==> config.mk <==
export PLATFORM = sky130hd
export DESIGN_NAME = usb_txn_ctrl_flat
export DESIGN_NICKNAME = d
export VERILOG_FILES = /design/src/rtl/usb_txn_ctrl_if.sv /design/src/rtl/usb_txn_ctrl.sv /design/src/flat_wrapper.sv
export SDC_FILE = /design/constraint.sdc
export NUM_CORES = 1
export LEC_CHECK = 0
export CAP_MARGIN = 20
export CORE_MARGIN = 2
export CORE_UTILIZATION = 44
export CTS_CLUSTER_DIAMETER = 30
export CTS_CLUSTER_SIZE = 10
export DETAILED_ROUTE_END_ITERATION = 10
export MAX_ROUTING_LAYER = met4
export PLACE_DENSITY = 0.77
export SYNTH_ARGS = -nofsm -noshare
export SYNTH_HDL_FRONTEND = slang
export SYNTH_SLANG_ARGS = --single-unit
==> constraint.sdc <==
create_clock -name clk -period 2.7 [get_ports clk]
set_input_delay 0.54 -clock clk [delete_from_list [all_inputs] [get_ports clk]]
set_output_delay 0.54 -clock clk [all_outputs]
set_load 0.1 [all_outputs]
==> src/rtl/usb_txn_ctrl_if.sv <==
// Bundle of host-command and datapath packet signals around the USB transaction sequencer.
// The slave modport is the sequencer's view; master is the surrounding host/datapath.
interface usb_txn_ctrl_if;
  logic        txn_start;
  logic        txn_is_in;
  logic [6:0]  txn_addr;
  logic [3:0]  txn_endp;
  logic [63:0] txn_data_out;
  logic [63:0] txn_data_in;
  logic        txn_busy;
  logic        txn_done;
  logic        txn_ok;
  logic [98:0] pkt_in;
  logic        pkt_in_avail;
  logic        encoder_ready;
  logic        nrzi_avail;
  logic        re;
  logic [98:0] pkt_out;
  logic        pkt_out_avail;
  logic        data_good;
  logic        decoder_ready;

  modport slave (
    input  txn_start, txn_is_in, txn_addr, txn_endp, txn_data_out,
    output txn_data_in, txn_busy, txn_done, txn_ok,
    output pkt_in, pkt_in_avail, re,
    input  encoder_ready, nrzi_avail, pkt_out, pkt_out_avail, data_good, decoder_ready
  );

  modport master (
    output txn_start, txn_is_in, txn_addr, txn_endp, txn_data_out,
    input  txn_data_in, txn_busy, txn_done, txn_ok,
    input  pkt_in, pkt_in_avail, re,
    output encoder_ready, nrzi_avail, pkt_out, pkt_out_avail, data_good, decoder_ready
  );
endinterface

==> src/rtl/usb_txn_ctrl.sv <==
// Host-side USB transaction sequencer: token, data, handshake with receive timeout and retries.
// All outputs are registered; the comb block computes next values for every register.
module usb_txn_ctrl #(
  parameter int TIMEOUT   = 255,
  parameter int MAX_RETRY = 8
) (
  input logic           clk,
  input logic           rst_b,
  usb_txn_ctrl_if.slave bus
);

  localparam int TW = $clog2(TIMEOUT + 1);
  localparam logic [TW-1:0] TMO_LAST = TW'(TIMEOUT - 1);
  localparam logic [3:0] MAX_ATT  = 4'(MAX_RETRY);
  localparam logic [3:0] PID_OUT  = 4'b0001;
  localparam logic [3:0] PID_IN   = 4'b1001;
  localparam logic [3:0] PID_D0   = 4'b0011;
  localparam logic [3:0] PID_D1   = 4'b1011;
  localparam logic [3:0] PID_ACK  = 4'b0010;

  typedef enum logic [3:0] {
    S_IDLE, S_TOKEN, S_TX_WAIT, S_DATA_TX, S_RX_HS, S_RX_DATA, S_HS_TX, S_FAIL, S_DONE
  } state_t;

  typedef enum logic [1:0] {K_TOKEN, K_DATA, K_ACK} kind_t;

  function automatic logic [7:0] pid_byte(input logic [3:0] pid);
    return {~pid, pid};
  endfunction

  state_t        state_q, state_d;
  kind_t         kind_q, kind_d;
  logic          is_in_q, is_in_d;
  logic [6:0]    addr_q, addr_d;
  logic [3:0]    endp_q, endp_d;
  logic [63:0]   data_q, data_d;
  logic [3:0]    attempt_q, attempt_d;
  logic [TW-1:0] tmo_q, tmo_d;
  logic          seen_q, seen_d;
  logic [98:0]   pkt_in_q, pkt_in_d;
  logic          avail_q, avail_d;
  logic          re_q, re_d;
  logic [63:0]   data_in_q, data_in_d;
  logic          busy_q, busy_d;
  logic          done_q, done_d;
  logic          ok_q, ok_d;
  logic [7:0]    rx_pid;
  logic          unused_inputs;

  assign rx_pid        = bus.pkt_out[7:0];
  assign unused_inputs = ^{bus.decoder_ready, bus.pkt_out[98:72]};

  always_comb begin
    state_d   = state_q;
    kind_d    = kind_q;
    is_in_d   = is_in_q;
    addr_d    = addr_q;
    endp_d    = endp_q;
    data_d    = data_q;
    attempt_d = attempt_q;
    tmo_d     = tmo_q;
    seen_d    = seen_q;
    pkt_in_d  = pkt_in_q;
    avail_d   = 1'b0;
    re_d      = re_q;
    data_in_d = data_in_q;
    busy_d    = busy_q;
    done_d    = 1'b0;
    ok_d      = ok_q;
    case (state_q)
      S_IDLE: if (bus.txn_start) begin
        is_in_d   = bus.txn_is_in;
        addr_d    = bus.txn_addr;
        endp_d    = bus.txn_endp;
        data_d    = bus.txn_data_out;
        attempt_d = 4'd1;
        busy_d    = 1'b1;
        ok_d      = 1'b0;
        state_d   = S_TOKEN;
      end
      S_TOKEN: if (bus.encoder_ready) begin
        pkt_in_d = {80'd0, endp_q, addr_q, pid_byte(is_in_q ? PID_IN : PID_OUT)};
        avail_d  = 1'b1;
        kind_d   = K_TOKEN;
        seen_d   = 1'b0;
        state_d  = S_TX_WAIT;
      end
      // Leave only after the line has been seen busy and then idle again.
      S_TX_WAIT: begin
        if (bus.nrzi_avail) begin
          seen_d = 1'b1;
        end else if (seen_q) begin
          case (kind_q)
            K_TOKEN: begin
              if (is_in_q) begin
                state_d = S_RX_DATA;
                re_d    = 1'b1;
                tmo_d   = '0;
              end else begin
                state_d = S_DATA_TX;
              end
            end
            K_DATA: begin
              state_d = S_RX_HS;
              re_d    = 1'b1;
              tmo_d   = '0;
            end
            default: begin
              state_d = S_DONE;
              done_d  = 1'b1;
              ok_d    = 1'b1;
            end
          endcase
        end
      end
      S_DATA_TX: if (bus.encoder_ready) begin
        pkt_in_d = {27'd0, data_q, pid_byte(PID_D0)};
        avail_d  = 1'b1;
        kind_d   = K_DATA;
        seen_d   = 1'b0;
        state_d  = S_TX_WAIT;
      end
      // A packet on the final timeout cycle wins over the timeout.
      S_RX_HS: begin
        if (bus.pkt_out_avail) begin
          re_d = 1'b0;
          if (bus.data_good && rx_pid == pid_byte(PID_ACK)) begin
            state_d = S_DONE;
            done_d  = 1'b1;
            ok_d    = 1'b1;
          end else begin
            state_d = S_FAIL;
          end
        end else if (tmo_q == TMO_LAST) begin
          re_d    = 1'b0;
          state_d = S_FAIL;
        end else begin
          tmo_d = tmo_q + 1'b1;
        end
      end
      S_RX_DATA: begin
        if (bus.pkt_out_avail) begin
          re_d = 1'b0;
          if (bus.data_good && (rx_pid == pid_byte(PID_D0) || rx_pid == pid_byte(PID_D1))) begin
            data_in_d = bus.pkt_out[71:8];
            state_d   = S_HS_TX;
          end else begin
            state_d = S_FAIL;
          end
        end else if (tmo_q == TMO_LAST) begin
          re_d    = 1'b0;
          state_d = S_FAIL;
        end else begin
          tmo_d = tmo_q + 1'b1;
        end
      end
      S_HS_TX: if (bus.encoder_ready) begin
        pkt_in_d = {91'd0, pid_byte(PID_ACK)};
        avail_d  = 1'b1;
        kind_d   = K_ACK;
        seen_d   = 1'b0;
        state_d  = S_TX_WAIT;
      end
      S_FAIL: begin
        if (attempt_q == MAX_ATT) begin
          state_d = S_DONE;
          done_d  = 1'b1;
          ok_d    = 1'b0;
        end else begin
          attempt_d = attempt_q + 4'd1;
          state_d   = S_TOKEN;
        end
      end
      S_DONE: begin
        busy_d  = 1'b0;
        state_d = S_IDLE;
      end
      default: state_d = S_IDLE;
    endcase
  end

  always_ff @(posedge clk or negedge rst_b) begin
    if (!rst_b) begin
      state_q   <= S_IDLE;
      kind_q    <= K_TOKEN;
      is_in_q   <= 1'b0;
      addr_q    <= '0;
      endp_q    <= '0;
      data_q    <= '0;
      attempt_q <= '0;
      tmo_q     <= '0;
      seen_q    <= 1'b0;
      pkt_in_q  <= '0;
      avail_q   <= 1'b0;
      re_q      <= 1'b0;
      data_in_q <= '0;
      busy_q    <= 1'b0;
      done_q    <= 1'b0;
      ok_q      <= 1'b0;
    end else begin
      state_q   <= state_d;
      kind_q    <= kind_d;
      is_in_q   <= is_in_d;
      addr_q    <= addr_d;
      endp_q    <= endp_d;
      data_q    <= data_d;
      attempt_q <= attempt_d;
      tmo_q     <= tmo_d;
      seen_q    <= seen_d;
      pkt_in_q  <= pkt_in_d;
      avail_q   <= avail_d;
      re_q      <= re_d;
      data_in_q <= data_in_d;
      busy_q    <= busy_d;
      done_q    <= done_d;
      ok_q      <= ok_d;
    end
  end

  assign bus.pkt_in       = pkt_in_q;
  assign bus.pkt_in_avail = avail_q;
  assign bus.re           = re_q;
  assign bus.txn_data_in  = data_in_q;
  assign bus.txn_busy     = busy_q;
  assign bus.txn_done     = done_q;
  assign bus.txn_ok       = ok_q;

endmodule

==> src/flat_wrapper.sv <==
// flat-port wrapper written by rule: the top's interface ports become plain ports
module usb_txn_ctrl_flat 
#(
  parameter int TIMEOUT   = 255,
  parameter int MAX_RETRY = 8
)
  (clk, rst_b, bus_txn_start, bus_txn_is_in, bus_txn_addr, bus_txn_endp, bus_txn_data_out, bus_txn_data_in, bus_txn_busy, bus_txn_done, bus_txn_ok, bus_pkt_in, bus_pkt_in_avail, bus_re, bus_encoder_ready, bus_nrzi_avail, bus_pkt_out, bus_pkt_out_avail, bus_data_good, bus_decoder_ready);
  usb_txn_ctrl_if bus_i ();
  input logic clk;
  input logic rst_b;
  input wire logic [$bits(bus_i.txn_start)-1:0] bus_txn_start;
  input wire logic [$bits(bus_i.txn_is_in)-1:0] bus_txn_is_in;
  input wire logic [$bits(bus_i.txn_addr)-1:0] bus_txn_addr;
  input wire logic [$bits(bus_i.txn_endp)-1:0] bus_txn_endp;
  input wire logic [$bits(bus_i.txn_data_out)-1:0] bus_txn_data_out;
  output wire logic [$bits(bus_i.txn_data_in)-1:0] bus_txn_data_in;
  output wire logic [$bits(bus_i.txn_busy)-1:0] bus_txn_busy;
  output wire logic [$bits(bus_i.txn_done)-1:0] bus_txn_done;
  output wire logic [$bits(bus_i.txn_ok)-1:0] bus_txn_ok;
  output wire logic [$bits(bus_i.pkt_in)-1:0] bus_pkt_in;
  output wire logic [$bits(bus_i.pkt_in_avail)-1:0] bus_pkt_in_avail;
  output wire logic [$bits(bus_i.re)-1:0] bus_re;
  input wire logic [$bits(bus_i.encoder_ready)-1:0] bus_encoder_ready;
  input wire logic [$bits(bus_i.nrzi_avail)-1:0] bus_nrzi_avail;
  input wire logic [$bits(bus_i.pkt_out)-1:0] bus_pkt_out;
  input wire logic [$bits(bus_i.pkt_out_avail)-1:0] bus_pkt_out_avail;
  input wire logic [$bits(bus_i.data_good)-1:0] bus_data_good;
  input wire logic [$bits(bus_i.decoder_ready)-1:0] bus_decoder_ready;
  assign bus_i.txn_start = bus_txn_start;
  assign bus_i.txn_is_in = bus_txn_is_in;
  assign bus_i.txn_addr = bus_txn_addr;
  assign bus_i.txn_endp = bus_txn_endp;
  assign bus_i.txn_data_out = bus_txn_data_out;
  assign bus_txn_data_in = bus_i.txn_data_in;
  assign bus_txn_busy = bus_i.txn_busy;
  assign bus_txn_done = bus_i.txn_done;
  assign bus_txn_ok = bus_i.txn_ok;
  assign bus_pkt_in = bus_i.pkt_in;
  assign bus_pkt_in_avail = bus_i.pkt_in_avail;
  assign bus_re = bus_i.re;
  assign bus_i.encoder_ready = bus_encoder_ready;
  assign bus_i.nrzi_avail = bus_nrzi_avail;
  assign bus_i.pkt_out = bus_pkt_out;
  assign bus_i.pkt_out_avail = bus_pkt_out_avail;
  assign bus_i.data_good = bus_data_good;
  assign bus_i.decoder_ready = bus_decoder_ready;
  usb_txn_ctrl #(.TIMEOUT(TIMEOUT), .MAX_RETRY(MAX_RETRY)) u_core (.clk(clk), .rst_b(rst_b), .bus(bus_i));
endmodule
# == Word level (Yosys, flattened, before mapping) ==
# Cells that the tools add are included.
# word_totals
register_bits,263
latch_bits,0
mem_bits_rw,0
rom_bits,0
inputBits,183
out_inout_bits,168
elab_cells,135
n_memories,0
# classes
add_sub_neg,2
mul,0
div_mod_pow,0
order_cmp,0
n_eq_ne,32
n_shift,0
muxes,60
n_bitwise,1
n_reduce_logical,24
# ops
operator,n
$mux W99,3
$pmux W99 S3,1
$mux W4,11
$mux W8,5
$pmux W8 S2,2
$eq A8 B8 Y1 const B,3
$mux W1,24
$pmux W4 S6,1
$ne A2 B2 Y1 const B,11
$eq A4 B3 Y1 const B,4
$pmux W4 S2,2
$reduce_and A3 Y1,3
$add A8 B1 Y8 const B,1
$eq A4 B2 Y1 const B,2
$eq A4 B4 Y1 const B,2
$eq A8 B7 Y1 const B,1
$ne A2 B1 Y1 const B,4
$pmux W1 S2,4
$reduce_and A4 Y1,2
$reduce_and A8 Y1,1
$reduce_bool A2 Y1,4
$reduce_and A7 Y1,1
$mux W2,3
$ne A3 B1 Y1 const B,2
19 further kinds,22

# == Logic depth before layout (Yosys ltp) ==
# logic_depth
ltp_word,6
mapped_depth,9
mapped_depth_nobuf,7

# == Least setup slack after synthesis ==
# Ideal clock, no wire load.
# synth_path
path_type,register to register
start,reg u_core.state_q[3]
end,reg u_core.tmo_q[3]
arrival_time_ns,1.819
slack_ns,0.760
stages_incl_launch_ff,8
path_cell_list,dfrtp_1 buf_6 or4b_1 buf_2 nor3b_4 o21ai_2 o21a_1 o22a_1
# synth_between
elab_chain_len,4
elab_cells_between_ends,13
classes_between,9 x eq/ne; 1 x mux; 3 x reduce/logical
# synth_rtl
element,line_no,rtl
"start, declared",usb_txn_ctrl.sv:31,"state_t state_q, state_d;"
"start signal, assigned",usb_txn_ctrl.sv:201,state_q <= state_d;
$eq A4 B3 Y1,usb_txn_ctrl.sv:70,case (state_q)
$reduce_or A2 Y1 (no line),-,
$ne A2 B2 Y1 (no line) or $reduce_bool A2 Y1 (tied branches),-,
$reduce_and A7 Y1 (no line),-,
"end signal, assigned",usb_txn_ctrl.sv:208,tmo_q <= tmo_d;
"end, declared",usb_txn_ctrl.sv:38,"logic [TW-1:0] tmo_q, tmo_d;"
# Parallel ways exist; a longest one is shown, timed or not.
# A chain may end at the register's enable or synchronous reset.

# == Worst setup path in the final report ==
# layout_path
start,reg u_core.state_q[1]
end,reg u_core.tmo_q[3]
# Same word-level chain as after synthesis.

==> flow_summary.ini <==
[outcome]
status = complete, but fails checks
violations = negative hold slack

[floorplan]
fp.coreArea_sq_um = 21000
boundaryPins = 351
dieWidth_um = 150
dieArea_sq_um = 22500
rows = 53
initial_core_util_pct = 44.7
die_y_um = 150

[timing]
maxSlewViolCount = 0
setup_viol = 0
hold_viol = 3
min_period_ns = 2.32
timing.final.crit_share_pct = 85.9
slew_headroom_pct = 55.7
skew_ns = 0.0180
rsz0062_at_grt = no
max_freq_ghz = 0.431
fin_tns_setup_ns = 0
hold_ws_ns = -0.000136
max_slew.worst_pin.slew_ns = 0.664

[power_and_ir_drop]
comb_power_share_pct = 35.8
ir_worst_vdd_uv = 956
p_sw_share_pct = 39.8
power_leakage_nw = 6.72
p_per_area_nw_per_um2 = 1250
p_int_mw = 10.4
p_seq_share_pct = 30.9
clockPowerShare_pct = 33.4
p_switching_mw = 6.89

[clock_tree]
cts_inserted_buffers = 46
holdBufCountCts = 0
cts_setup_buffers = 0
cts_buffer_depth = 3
htree_levels = 2
cts-root-buf = clkbuf_16
tritoncts = done
clock-sinks = 234
clk_pin_slew_ns = 0.04
post_cts_resized = 0
insertion_delay_ns = 0.52

[layout]
n_fill_cell = 1528
final_cell_mix = dfrtp_1, clkdlybuf4s50_1, buf_4, mux2_2, a22o_1
final_common_cell = dfrtp_1
drive_above_1_share_pct = 38.2
layout.cells.non_filler = 1293
area_growth_pct = 48.2
nNetsFinal = 1167

[route]
vias = 6688
avgViaCountPerCell = 5.17
postRouteAntennaNets = 0
wirelength_um = 24000
drc = 0
drt-pass1-iter-count = 5
wl_per_cell_um = 18.5
drt_iter0_drc = 529

[synth]
seq_area_frac_synth_pct = 62.6
synth.distinct_cells = 53
synth-edff-count = 0
yosys_warnings = 0
ys.flop_type = dfrtp_1
async_reset_ff_share_pct = 100
netlist_area_sq_um = 9360
syn-instance-count = 658
syn_avg_cell_area_sq_um = 14.2
synth_seq_cells = 234

[grt]
grt_usage_pct = 21.6
grt_pass1_wl_um = 36900
grt_pass1_vias = 6933
grt-ovfl-total = 0
antenna_found_initial = 1
grt_max_degree = 73

[worst_setup_path]
cp_max_fo = 15
cp.arrival_ns = 2.72
criticalPathCategory = register to register
cp_data_required_time_ns = 3.10
startpoint_type = register
end_kind = register

[flow_run]
maxCapViolCount = 0

[placed_design]
dpl.hpwl_um = 16500
gp_congestion = 0.858
portBuffers = 294
dp.cells = 1207

[min_path]
hold_path_class = input port to async pin
-- state kept, by name (all words and copies together) (netlist names) --
| register | cells |
|---|---|
| u_core.attempt_q | 4 |
| u_core.kind_q | 1 |
| u_core.bus.pkt_in_avail | 1 |
| u_core.bus.txn_ok | 1 |
| u_core.bus.txn_data_in | 64 |
| u_core.tmo_q | 8 |
| u_core.seen_q | 1 |
| u_core.is_in_q | 1 |
| u_core.endp_q | 4 |
| u_core.data_q | 64 |
| u_core.addr_q | 7 |
| u_core.bus.pkt_in | 71 |
| u_core.bus.txn_busy | 1 |
| u_core.state_q | 4 |
| u_core.bus.txn_done | 1 |
| u_core.bus.re | 1 |
-- logic make-up after synthesis --
logic type,share of synthesized area [%]
xor gates and xnor gates,0.655
DFF,62.6
AOI/OAI and AO/OA,9.68
muxes,16.9
buffers and inverters,4.96
other,0.0401
adders and majority gates,0.535
and+or+nand+nor,4.64
-- cell usage after synthesis (all sizes together) (2+ instances only) --
| library cell | count | area, sq um |
|---|---|---|
| nand4 | 3 | 18.8 |
| nor3b | 4 | 41.3 |
| buf | 53 | 363 |
| a31oi | 4 | 25.0 |
| mux2 | 140 | 1580 |
| nor3 | 8 | 40.0 |
| a222oi | 8 | 80.1 |
| and4 | 3 | 26.3 |
| or2 | 2 | 12.5 |
| nand2 | 19 | 71.3 |
| nor2 | 13 | 48.8 |
| nand2b | 4 | 25.0 |
| ha | 4 | 50.1 |
| dfrtp | 234 | 5860 |
| o21ai | 11 | 58.8 |
| a21oi | 13 | 65.1 |
| inv | 15 | 56.3 |
| and3 | 4 | 25.0 |
| a22o | 56 | 490 |
| nand3 | 10 | 50.1 |
| o41ai | 2 | 17.5 |
| xor2 | 6 | 52.6 |
| o211ai | 4 | 30.0 |
| clkbuf | 12 | 45.0 |
| o31ai | 2 | 15.0 |
| a2bb2oi | 2 | 17.5 |
-- worst max-delay path, stage by stage, from the launching register on --
cell and delay (ns):
dfrtp_1 0.67, or4b_1 0.67, nor3b_4 0.35, o21ai_2 0.13, o21a_1 0.20, o22a_1 0.17
-- final cells by class --
| cell class | count | area, sq um | share of cell area, % |
|---|---|---|---|
| Antenna cell | 1 | 2.50 | 0.0180 |
| Clock buffer | 58 | 1280 | 9.21 |
| Clock inverter | 27 | 330 | 2.38 |
| Inverter | 15 | 56.3 | 0.406 |
| Multi-Input combinational cell | 371 | 3170 | 22.9 |
| Sequential cell | 234 | 5860 | 42.2 |
| Tap cell | 275 | 344 | 2.48 |
| Timing Repair Buffer | 312 | 2830 | 20.4 |
-- per-layer routing --
metal	part of all wire (%)	vias up	wire (um)	global-route usage, %
met3	11	56	2630	8.38
met1	37	3297	8810	24.2
met2	49	334	11800	35.3
li1	-	3001	-	-
met5	0	-	0	-
met4	2.9	0	700	7.41
-- power groups by stage --
| stage | registers [mW] | clock network [mW] | logic, mW |
|---|---|---|---|
| floorplan | 7.80 | 0 | 2.17 |
| global placement | 5.32 | 0 | 6.11 |
| detailed placement | 5.36 | 0 | 6.20 |
| CTS | 5.34 | 5.88 | 6.24 |
| global route | 5.47 | 6.08 | 6.51 |
| finish | 5.34 | 5.78 | 6.19 |
-- worst paths after layout --
path,startpoint,end,slack (ns),depth (start not counted)
hold / removal,rst_b,u_core.data_q[55]$_DFFE_PN0P_,-0.0001,1
min in group clk,u_core.bus.pkt_in[6]$_DFFE_PN0P_,u_core.bus.pkt_in[6]$_DFFE_PN0P_,0.48,1
setup / recovery,u_core.state_q[1]$_DFFE_PN0P_,u_core.tmo_q[3]$_DFFE_PN0P_,0.38,5
max in group asynchronous,rst_b,u_core.bus.pkt_in[6]$_DFFE_PN0P_,2.00,2
hold reg to reg,u_core.bus.pkt_in[6]$_DFFE_PN0P_,u_core.bus.pkt_in[6]$_DFFE_PN0P_,0.48,1
setup reg to reg,u_core.state_q[1]$_DFFE_PN0P_,u_core.tmo_q[3]$_DFFE_PN0P_,0.38,5
-- per-stage QoR --
stage	power, mW	instance area (sq um)	utilization [%]	setup WS (ns)	hold WS [ns]
6_report	17.3	13900	66.2	0.381	-0.000136
5_1_grt	18.1	13900	66.2	0.271	0.0265
4_1_cts	17.5	13900	66.2	0.424	0.00726
3_5_place_dp	11.6	12300	58.5	0.240	0.465
3_3_place_gp	11.4	12300	58.5	0.284	0.452
2_1_floorplan	9.97	9460	-	0.760	0.244
(Power assumes the default switching activity.)
